$ cat src/rtl/systolic_seq_ctrl.sv
// rtl/systolic_seq_ctrl.sv - tile sequencer feeding skewed operands into an N x N MAC array
module systolic_seq_ctrl #(
  parameter int N      = 2,
  parameter int DATA_W = 8,
  parameter int DRAIN  = 2
) (
  input  logic                       clk,
  input  logic                       rst,
  input  logic                       start,
  output logic                       busy,
  output logic                       done,
  input  logic                       wr_en,
  input  logic                       wr_sel,
  input  logic [$clog2(N*N)-1:0]     wr_addr,
  input  logic [DATA_W-1:0]          wr_data,
  output logic                       arr_clr,
  output logic [N*DATA_W-1:0]        a_edge,
  output logic [N*DATA_W-1:0]        b_edge,
  input  logic [N*N*DATA_W-1:0]      res_in,
  output logic [N*N*DATA_W-1:0]      res_out
);

  localparam int CW = $clog2(3*N + DRAIN);
  localparam logic [CW-1:0] FEED_LAST  = CW'(3*N - 3);
  localparam logic [CW-1:0] DRAIN_LAST = CW'(DRAIN - 1);

  typedef enum logic [2:0] {
    S_IDLE,
    S_CLEAR,
    S_FEED,
    S_DRAIN,
    S_CAPTURE
  } state_t;

  state_t              state, state_n;
  logic [CW-1:0]       cnt, cnt_n;
  logic [DATA_W-1:0]   abuf [N*N];
  logic [DATA_W-1:0]   bbuf [N*N];
  logic [N*DATA_W-1:0] a_n, b_n;

  always_comb begin
    state_n = state;
    cnt_n   = cnt;
    a_n     = '0;
    b_n     = '0;
    case (state)
      S_IDLE:    if (start) state_n = S_CLEAR;
      S_CLEAR: begin
        state_n = S_FEED;
        cnt_n   = '0;
      end
      S_FEED: begin
        if (cnt == FEED_LAST) begin
          state_n = S_DRAIN;
          cnt_n   = '0;
        end else begin
          cnt_n = cnt + 1'b1;
        end
      end
      S_DRAIN: begin
        if (cnt == DRAIN_LAST) state_n = S_CAPTURE;
        else                   cnt_n   = cnt + 1'b1;
      end
      S_CAPTURE: state_n = S_IDLE;
      default:   state_n = S_IDLE;
    endcase

    // Edge values are prepared for the step about to start: row i/col j see element k at t = i + k / k + j.
    if (state_n == S_FEED) begin
      for (int i = 0; i < N; i++) begin
        for (int k = 0; k < N; k++) begin
          if (cnt_n == CW'(i + k)) begin
            a_n[i*DATA_W +: DATA_W] = abuf[i*N + k];
            b_n[i*DATA_W +: DATA_W] = bbuf[k*N + i];
          end
        end
      end
    end
  end

  always_ff @(posedge clk) begin
    if (!rst) begin
      state   <= S_IDLE;
      cnt     <= '0;
      a_edge  <= '0;
      b_edge  <= '0;
      res_out <= '0;
      arr_clr <= 1'b1;
      for (int e = 0; e < N*N; e++) begin
        abuf[e] <= '0;
        bbuf[e] <= '0;
      end
    end else begin
      state   <= state_n;
      cnt     <= cnt_n;
      a_edge  <= a_n;
      b_edge  <= b_n;
      arr_clr <= (state_n == S_CLEAR);
      if (state_n == S_CAPTURE) res_out <= res_in;
      if (state == S_IDLE && wr_en) begin
        if (wr_sel) bbuf[wr_addr] <= wr_data;
        else        abuf[wr_addr] <= wr_data;
      end
    end
  end

  assign busy = (state != S_IDLE);
  assign done = (state == S_CAPTURE);

endmodule

$ cat config.mk
export PLATFORM = sky130hd
export DESIGN_NAME = systolic_seq_ctrl
export DESIGN_NICKNAME = d
export VERILOG_FILES = /design/src/rtl/systolic_seq_ctrl.sv
export SDC_FILE = /design/constraint.sdc
export NUM_CORES = 1
export LEC_CHECK = 0
export BUFFER_PORTS_ARGS = -buffer_cell sky130_fd_sc_hd__buf_2
export CAP_MARGIN = 30
export CORE_ASPECT_RATIO = 0.8
export CORE_MARGIN = 5
export CORE_UTILIZATION = 59
export CTS_CLUSTER_DIAMETER = 50
export DETAILED_ROUTE_END_ITERATION = 16
export GPL_ROUTABILITY_DRIVEN = 0
export PLACE_DENSITY = 0.85
export REMOVE_ABC_BUFFERS = 1
export SLEW_MARGIN = 20
export SYNTH_ARGS = -nofsm -noshare
export SYNTH_HDL_FRONTEND = slang
export SYNTH_SLANG_ARGS = --single-unit
$ cat constraint.sdc
create_clock -name clk -period 3.2 [get_ports clk]
set_clock_uncertainty 0.1 [all_clocks]
set_input_delay 0 -clock clk [delete_from_list [all_inputs] [get_ports clk]]
set_output_delay 0 -clock clk [all_outputs]
set_load 0.005 [all_outputs]
# Word-level counts from Yosys, hierarchy flattened
# Memories as Yosys holds them, arrays and structs flattened.
# Cells that the tools add are included.
dict set report totals {
  register_bits 71
  ram_bits 64
  out_inout_bits 67
  elab_cells 57
  mem_count 2
}
dict set report op_classes {
  n_addsub 1
  n_eq_ne 11
  mux 30
  n_reduce_logical 7
}
# name depth word_bits rd rd_clocked_by_memory_dff wr line
set mem_list {}
lappend mem_list {abuf 4 8 4 0 4 37} ;# logic [DATA_W-1:0] abuf [N*N];
lappend mem_list {bbuf 4 8 4 0 4 38} ;# logic [DATA_W-1:0] bbuf [N*N];
# cell count
set op_table {}
lappend op_table {{8-bit two-way mux} 10}
lappend op_table {{8-bit OR reduction} 2}
lappend op_table {{3-bit by 2-bit equality test with 1-bit output, second input constant} 5}
lappend op_table {{3-bit two-way mux} 5}
lappend op_table {{3-bit by 1-bit equality test with 1-bit output, second input constant} 4}
lappend op_table {{3-bit case mux with 4 select lines} 1}
lappend op_table {{1-bit two-way mux} 11}
lappend op_table {{3-bit case mux with 3 select lines} 1}
lappend op_table {{3-bit equality test, second input constant} 2}
lappend op_table {{3-bit logical NOT} 2}
lappend op_table {{2-bit two-way mux} 2}
lappend op_table {{3-bit by 1-bit adder with 3-bit output, second input constant} 1}
lappend op_table {{3-bit nonzero test} 1}
lappend op_table {{2-bit AND reduction} 1}
lappend op_table {{1-bit logical AND} 1}

# Longest topological paths before layout
# Gate-level depths: netlist of run 1.
dict set report logic_depth {
  word_depth 7
  ltp_mapped 9
  mapped_depth_nobuf 6
}

# Worst setup path before layout of run 1
# No wires, ideal clock.
dict set report synth_timing {
  kind {reg-to-reg}
  start {reg cnt[0]}
  end {reg a_edge[10]}
  setup_ns 0.132
  t_arrival_ns 1.859
  required_time_ns 2.968
  setup_slack_ns 1.109
  path_stages_with_launch 9
  synth_period_minus_slack_ns 2.091
  cell_sequence {dfxtp_1 ha_1 ha_1 and2b_1 or4_4 buf_6 buf_6 o2111ai_1 a21oi_1}
}
dict set report synth_between {
  elab_chain_cells 6
}
# item line
set synth_rtl {}
lappend synth_rtl {{start, declared} 36} ;# logic [CW-1:0] cnt, cnt_n;
lappend synth_rtl {{start signal, assigned} 95} ;# cnt <= cnt_n;
lappend synth_rtl {{3-bit by 1-bit adder with 3-bit output, or another cell as far along} {57, 62}}
lappend synth_rtl {{3-bit two-way mux (on tied branches)} {61, 53}}
lappend synth_rtl {{3-bit case mux with 3 select lines} 46} ;# case (state)
lappend synth_rtl {{3-bit by 1-bit equality test with 1-bit output} 72} ;# if (cnt_n == CW'(i + k)) begin
lappend synth_rtl {{8-bit two-way mux (2 in a row)} 72}
lappend synth_rtl {{end signal, assigned} 96} ;# a_edge <= a_n;
lappend synth_rtl {{end, declared} 17} ;# output logic [N*DATA_W-1:0] a_edge,
# Several ways; a longest one is shown, not always the timed one.
# A chain may end at the register's enable or synchronous reset.

==> run metrics, run 1 <==
clock buffer count from CTS 17; initial antenna violation count 0; Synth Area in XOR/XNOR 0; Worst Max-Slew Pin Slew ~0.77 ns; share of cells above drive strength 1 0.262; latest clock arrival within the worst-skew pair 0.42 ns; post-route setup slack 0.301 ns; fin nets about 700; CP peak stage delay roughly 0.64 ns; Critical Path Sink Type register; IO buf count roughly 110; synthesized area 0.00564 sq mm; vias after detailed routing 4,735; Syn Inst Count 499; vias in the first global route 4,790; Final Cycle Share 0.906; Max FO, Critical Path 14; WHS Path Cells 3; synthesis warning total 0; largest family of logic cells by synthesized area simple AND/OR/NAND/NOR gates; pre-CTS setup slack 0.487 ns; slowest stage cell, crit path nor3_1; sequential fraction of the synthesis area 0.593; Cell Pwr Density 598 mW/mm^2; #FFs+latches synth 135; drc violations 0; Initial Util 0.614; Sink Count 135; hpwl dp 8520 microns; core footprint 0.00919 sq mm; Max clock buf depth 2; CTS clk-pin slew, worst paths 0.06 ns; mux cell area share after synthesis 0; GRT Total Usage 0.281; max-cap viol count 0; RSZ-0062 raised after global routing false; die span in y 97.5 microns; Peak VDD IR approximately 380 uV; First-pass DRT Iterations 5; largest net degree at the start of global routing 40; run status finished clean; top achievable clock speed 0.345 GHz; Leak 2.92 nW; share of synthesized cell area in full adder, half adder and majority cells 0.00887; Slew headroom 0.486; CTS tree yes; CTS resizes 0; hold_buf cts 41; capturing point of the worst reg2reg path bbuf[0][7]$_SDFFCE_PN0P_; row count 31; Synth Area in Simple Gates 0.183; worst r2r path cells 4; area grow syn2layout 29.5%; r2r setup slk 0.30 ns; worst reg2reg startpoint state[2]$_SDFF_PN0_; worst endpoint required time 3.17 ns; Final Hold Fails 0; most frequent cells in the layout buf_2, dfxtp_1, nand2_1, and2_1, edfxtp_1; min-delay src wr_addr[1]; die area 0.0116 sq mm; DRT Wirelength 16,100 microns; via/cell ratio 6.09; class of the worst hold path in2reg; Slew Viols, Final 0; Yosys cell types 46; Detail Route Antenna Nets 0; crit path kind reg2reg; I/O pin total 114; first-pass GRT wire length 25,400 microns; Critical Path AT 2.86 ns; # diodes 0; Synth Area in Compound Gates 0.170; end of the worst hold path bbuf[0][5]$_SDFFCE_PN0P_; Post-CTS Setup Bufs 0; Root Buffer clkbuf_16; WL per Instance 20.7 microns; most common cell after layout, fill and taps aside buf_2; gr ovfl total 0; Setup crit start kind register; setup_tns 0 ns; Avg Inst Size Synth 11.3 sq um; Tmin final 2.90 ns; final setup fails 0; DRT iter0 DRCs 472; CP Cell Sequence nor3_2 > nand4_1 > nor3_1 > nand2b_1; die width 119 microns; H-Tree Depth 4
[registers in the layout, indices dropped and copies added (netlist names)]
| signal | flops |
|---|---|
| arr_clr | 1 |
| cnt | 3 |
| b_edge | 16 |
| bbuf | 32 |
| a_edge | 16 |
| abuf | 32 |
| state | 3 |
| res_out | 32 |
[power breakdown]
| group | internal, mW | switching, mW |
|---|---|---|
| Sequential | 1.86 | 0.0262 |
| Clock | 1.42 | 0.732 |
| Combinational | 0.131 | 0.197 |
| Total | 3.42 | 0.955 |
[through the flow]
step | instance area [sq um] | total power [mW] | cells | util | hold WS (ns)
3_3_place_gp | 6240 | 2.18 | 705 | 0.679 | 0.125
5_1_grt | 7310 | 4.50 | 778 | 0.795 | 0.101
2_1_floorplan | 5410 | 2.06 | 461 | - | -0.0381
3_5_place_dp | 6240 | 2.19 | 705 | 0.679 | 0.122
4_1_cts | 7310 | 4.35 | 778 | 0.795 | 0.0521
6_report | 7310 | 4.37 | 778 | 0.795 | 0.0929
[cell usage after synthesis, drive strengths merged]
| master | count | share of area |
|---|---|---|
| o221a | 1 | 0.0020 |
| and3 | 2 | 0.0022 |
| buf | 24 | 0.031 |
| a211oi | 16 | 0.021 |
| and2 | 66 | 0.073 |
| o211ai | 1 | 0.0022 |
| a21oi | 16 | 0.014 |
| nand2b | 5 | 0.0055 |
| o31a | 3 | 0.0047 |
| nand3 | 18 | 0.016 |
| or4 | 2 | 0.0040 |
| a32oi | 1 | 0.0016 |
| nor2 | 8 | 0.0058 |
| a211o | 1 | 0.0016 |
| a21boi | 33 | 0.045 |
| nand2 | 70 | 0.048 |
| and3b | 1 | 0.0016 |
| and4 | 1 | 0.0016 |
| nor4b | 1 | 0.0042 |
| o2111ai | 32 | 0.050 |
| or3b | 1 | 0.0016 |
| nor3b | 1 | 0.0013 |
| edfxtp | 64 | 0.34 |
| and4b | 1 | 0.0018 |
| nor4 | 2 | 0.0075 |
| and2b | 1 | 0.0013 |
| nor2b | 3 | 0.0033 |
| dfxtp | 71 | 0.25 |
| ha | 4 | 0.0089 |
| nor3 | 3 | 0.0035 |
| o21ai | 22 | 0.020 |
| clkbuf | 14 | 0.0095 |
| inv | 6 | 0.0040 |
| o31ai | 2 | 0.0075 |
| a22oi | 1 | 0.0013 |
| nand4 | 1 | 0.0011 |
[critical path: cells and delay by family (launching register included)]
| kind | cells | cell delay (ns) |
|---|---|---|
| simple gates | 4 | 1.90 |
| flops | 1 | 0.53 |
[how the worst max path moves through the flow]
stage	startpoint	to	slack, ns	cells past startpoint
CTS	state[2]$_SDFF_PN0_	bbuf[0][7]$_SDFFCE_PN0P_	0.41	4
finish	state[2]$_SDFF_PN0_	bbuf[0][7]$_SDFFCE_PN0P_	0.30	4
floorplan	cnt[0]$_SDFF_PN0_	res_out[0]$_SDFFE_PN0N_	0.55	5
global route	state[2]$_SDFF_PN0_	bbuf[0][7]$_SDFFCE_PN0P_	0.08	4
global placement	state[2]$_SDFF_PN0_	bbuf[0][2]$_SDFFCE_PN0P_	0.77	4
detailed placement	state[2]$_SDFF_PN0_	bbuf[0][2]$_SDFFCE_PN0P_	0.49	4
[cell families after synthesis]
| logic type | Yosys count |
|---|---|
| adders and majority gates | 4 |
| AOI/OAI and AO/OA | 129 |
| DFF | 135 |
| buffers and inverters | 44 |
| and+or+nand+nor | 187 |
[metal layers]
| layer | share of wire | vias up | track usage | wire length, microns |
|---|---|---|---|---|
| li1 | - | 2112 | - | - |
| met1 | 0.37 | 2272 | 0.339 | 5900 |
| met2 | 0.51 | 280 | 0.465 | 8130 |
| met3 | 0.079 | 71 | 0.0547 | 1270 |
| met4 | 0.048 | 0 | 0.170 | 764 |
| met5 | 0 | - | 0 | 0 |
[area by class of cell]
class | count | area [sq um]
clock inverters | 13 | 200
well taps | 115 | 144
repair buffers | 170 | 1100
flip-flops and latches | 135 | 3340
multi-input cells | 320 | 2050
fillers | 472 | 1890
clock buffers | 19 | 454
inverters | 6 | 22.5
No activity file was read; power rests on OpenSTA's default activity.
==> run 2, diff against run 1 <==
CORE_UTILIZATION = 55   (was 59)
PLACE_DENSITY = 0.8   (was 0.85)
clock period = 3 ns   (was 3.2 ns; I/O delays follow)
==> run 2 against run 1 <==
Wire length is 11% lower. Non-clock buffer count is 4 higher. Register-to-register slack better by 0.27 ns. Worst setup slack better by 0.27 ns. Cell count is 3.9% higher. Combinational power is 3% higher. Via count is 4.6% lower. Clock power is 11% lower. First-iteration DRC count is 24% lower. Utilization is 7.7 points lower. Flip-flop and latch count stayed put. Sequential power is 6% higher.
==> run metrics, run 2 (synthesis results as in run 1) <==
Cell Pwr Density 588 mW/mm^2; First-pass DRT Iterations 5; Top Registers abuf: 32 flops, bbuf: 32 flops, res_out: 32 flops; top achievable clock speed 0.412 GHz; H-Tree Depth 4; via/cell ratio about 5.6; CTS tree yes; RSZ-0062 raised after global routing false; Sw Pwr 0.982 mW; IO buf count 113; crit path kind reg2reg; initial antenna violation count 0; hold_buf cts 43; hpwl dp 8660 microns; I/O pin total 114; Final Cycle Share 0.809; gr ovfl total 0; die width 123 microns; most frequent cells in the layout buf_2, dfxtp_1, nand2_1, and2_1, edfxtp_1; Peak VDD IR 376 uV; Critical Path AT 2.40 ns; DRT Wirelength 14,300 microns; Tmin final between 2 and 2.5 ns; largest net degree at the start of global routing 34; latest clock arrival within the worst-skew pair 0.42 ns; row count 33; WHS Path Cells 4; DRT iter0 DRCs between 300 and 400; Sink Count 135; most common cell after layout, fill and taps aside buf_2; r2r setup slk 0.57 ns; Critical Path Sink Type register; die span in y about 100 microns; worst r2r path cells 5; Non-Filler Instances 808; post-layout utilization of the core 0.717; worst reg2reg startpoint state[2]$_SDFF_PN0_; area grow syn2layout 29.2%; Slew Viols, Final 0; vias in the first global route between 4,000 and 5,000; Reg power frac 0.470; WL per Instance 17.7 microns; class of the worst hold path in2reg; Initial Util 0.555; clock buffer count from CTS 17; max-cap viol count 0; final setup fails 0; Detail Route Antenna Nets 0; min-delay src wr_en; Pwr Total 4.29 mW; Post-CTS Setup Bufs 0; drc violations 0; vias after detailed routing 4,519; Leak a little under 3 nW; Final Hold Fails 0; die area ~0.012 sq mm; first-pass GRT wire length 22,800 microns; Gate power share 0.079; sw frac 0.229; CTS clk-pin slew, worst paths ~0.060 ns; share of cells above drive strength 1 0.264; Pint 3.30 mW; worst endpoint required time 2.98 ns; setup_tns 0 ns; Setup crit start kind register; post-route setup slack 0.572 ns; Slew headroom 0.564; Worst Max-Slew Pin Slew 0.654 ns; Max clock buf depth 2; CTS resizes 0; Root Buffer clkbuf_16; clock power share 0.451; pre-CTS setup slack 0.653 ns; core footprint between 0.01 and 0.015 sq mm; Max FO, Critical Path 14; capturing point of the worst reg2reg path abuf[0][5]$_SDFFCE_PN0P_; fin nets 705; run status finished clean; Placed Cells incl. Taps 732; end of the worst hold path bbuf[3][3]$_DFFE_PP_; GRT Total Usage 0.242
run 2: changes by cell type in the layout (fill, tap and decap cells not counted), sizes merged:
cell,delta
clkbuf,+3
dlygate4sd3,+2
buf,+2
clkinvlp,+2
diode,+1
bufinv,-5
run 2: layout make-up:
cell class / count / area (sq um)
antenna: 1 / 2.50
clock buffer: 22 / 497
clock inverter: 10 / 68.8
fill: 701 / 2870
inverter: 6 / 22.5
multi-input combinational: 320 / 2050
sequential: 135 / 3340
tap: 140 / 175
timing repair buffer: 174 / 1130
run 2: worst max path at each step:
stage / from / end / slack [ns] / cells past startpoint
2_1_floorplan: cnt[0]$_SDFF_PN0_ / res_out[0]$_SDFFE_PN0N_ / 0.35 / 5
3_3_place_gp: state[2]$_SDFF_PN0_ / bbuf[0][0]$_SDFFCE_PN0P_ / 0.77 / 5
3_5_place_dp: state[2]$_SDFF_PN0_ / bbuf[0][3]$_SDFFCE_PN0P_ / 0.65 / 5
4_1_cts: state[2]$_SDFF_PN0_ / abuf[0][5]$_SDFFCE_PN0P_ / 0.64 / 5
5_1_grt: state[2]$_SDFF_PN0_ / abuf[0][5]$_SDFFCE_PN0P_ / 0.40 / 5
6_report: state[2]$_SDFF_PN0_ / abuf[0][5]$_SDFFCE_PN0P_ / 0.57 / 5
run 2: through the flow:
step	hold WS, ns	instance area (sq um)
6_report	0.0825	7290
5_1_grt	0.115	7280
4_1_cts	0.0709	7280
3_5_place_dp	0.144	6290
3_3_place_gp	0.140	6290
2_1_floorplan	-0.0381	5410
run 2: per-layer routing:
layer | track usage | wire [microns] | share of wire
met1 | 0.283 | 5530 | 0.39
met2 | 0.415 | 7450 | 0.52
met3 | 0.0640 | 945 | 0.066
met4 | 0.116 | 371 | 0.026
met5 | 0 | 0 | 0
run 2: power groups by stage:
| stage | clock (mW) | sequential [mW] | combinational, mW |
|---|---|---|---|
| 4_1_cts | 1.96 | 2.01 | 0.330 |
| 3_5_place_dp | 0 | 2.05 | 0.285 |
| 3_3_place_gp | 0 | 2.05 | 0.274 |
| 2_1_floorplan | 0 | 2.05 | 0.151 |
| 5_1_grt | 2.04 | 2.02 | 0.366 |
| 6_report | 1.93 | 2.01 | 0.338 |
run 2: worst max-delay path: stages (launching register included):
cell and delay [ns]:
dfxtp_1 0.51, nor3_2 0.52, nand3_1 0.22, nor3_1 0.20
buf_4 0.18, nand2b_1 0.36
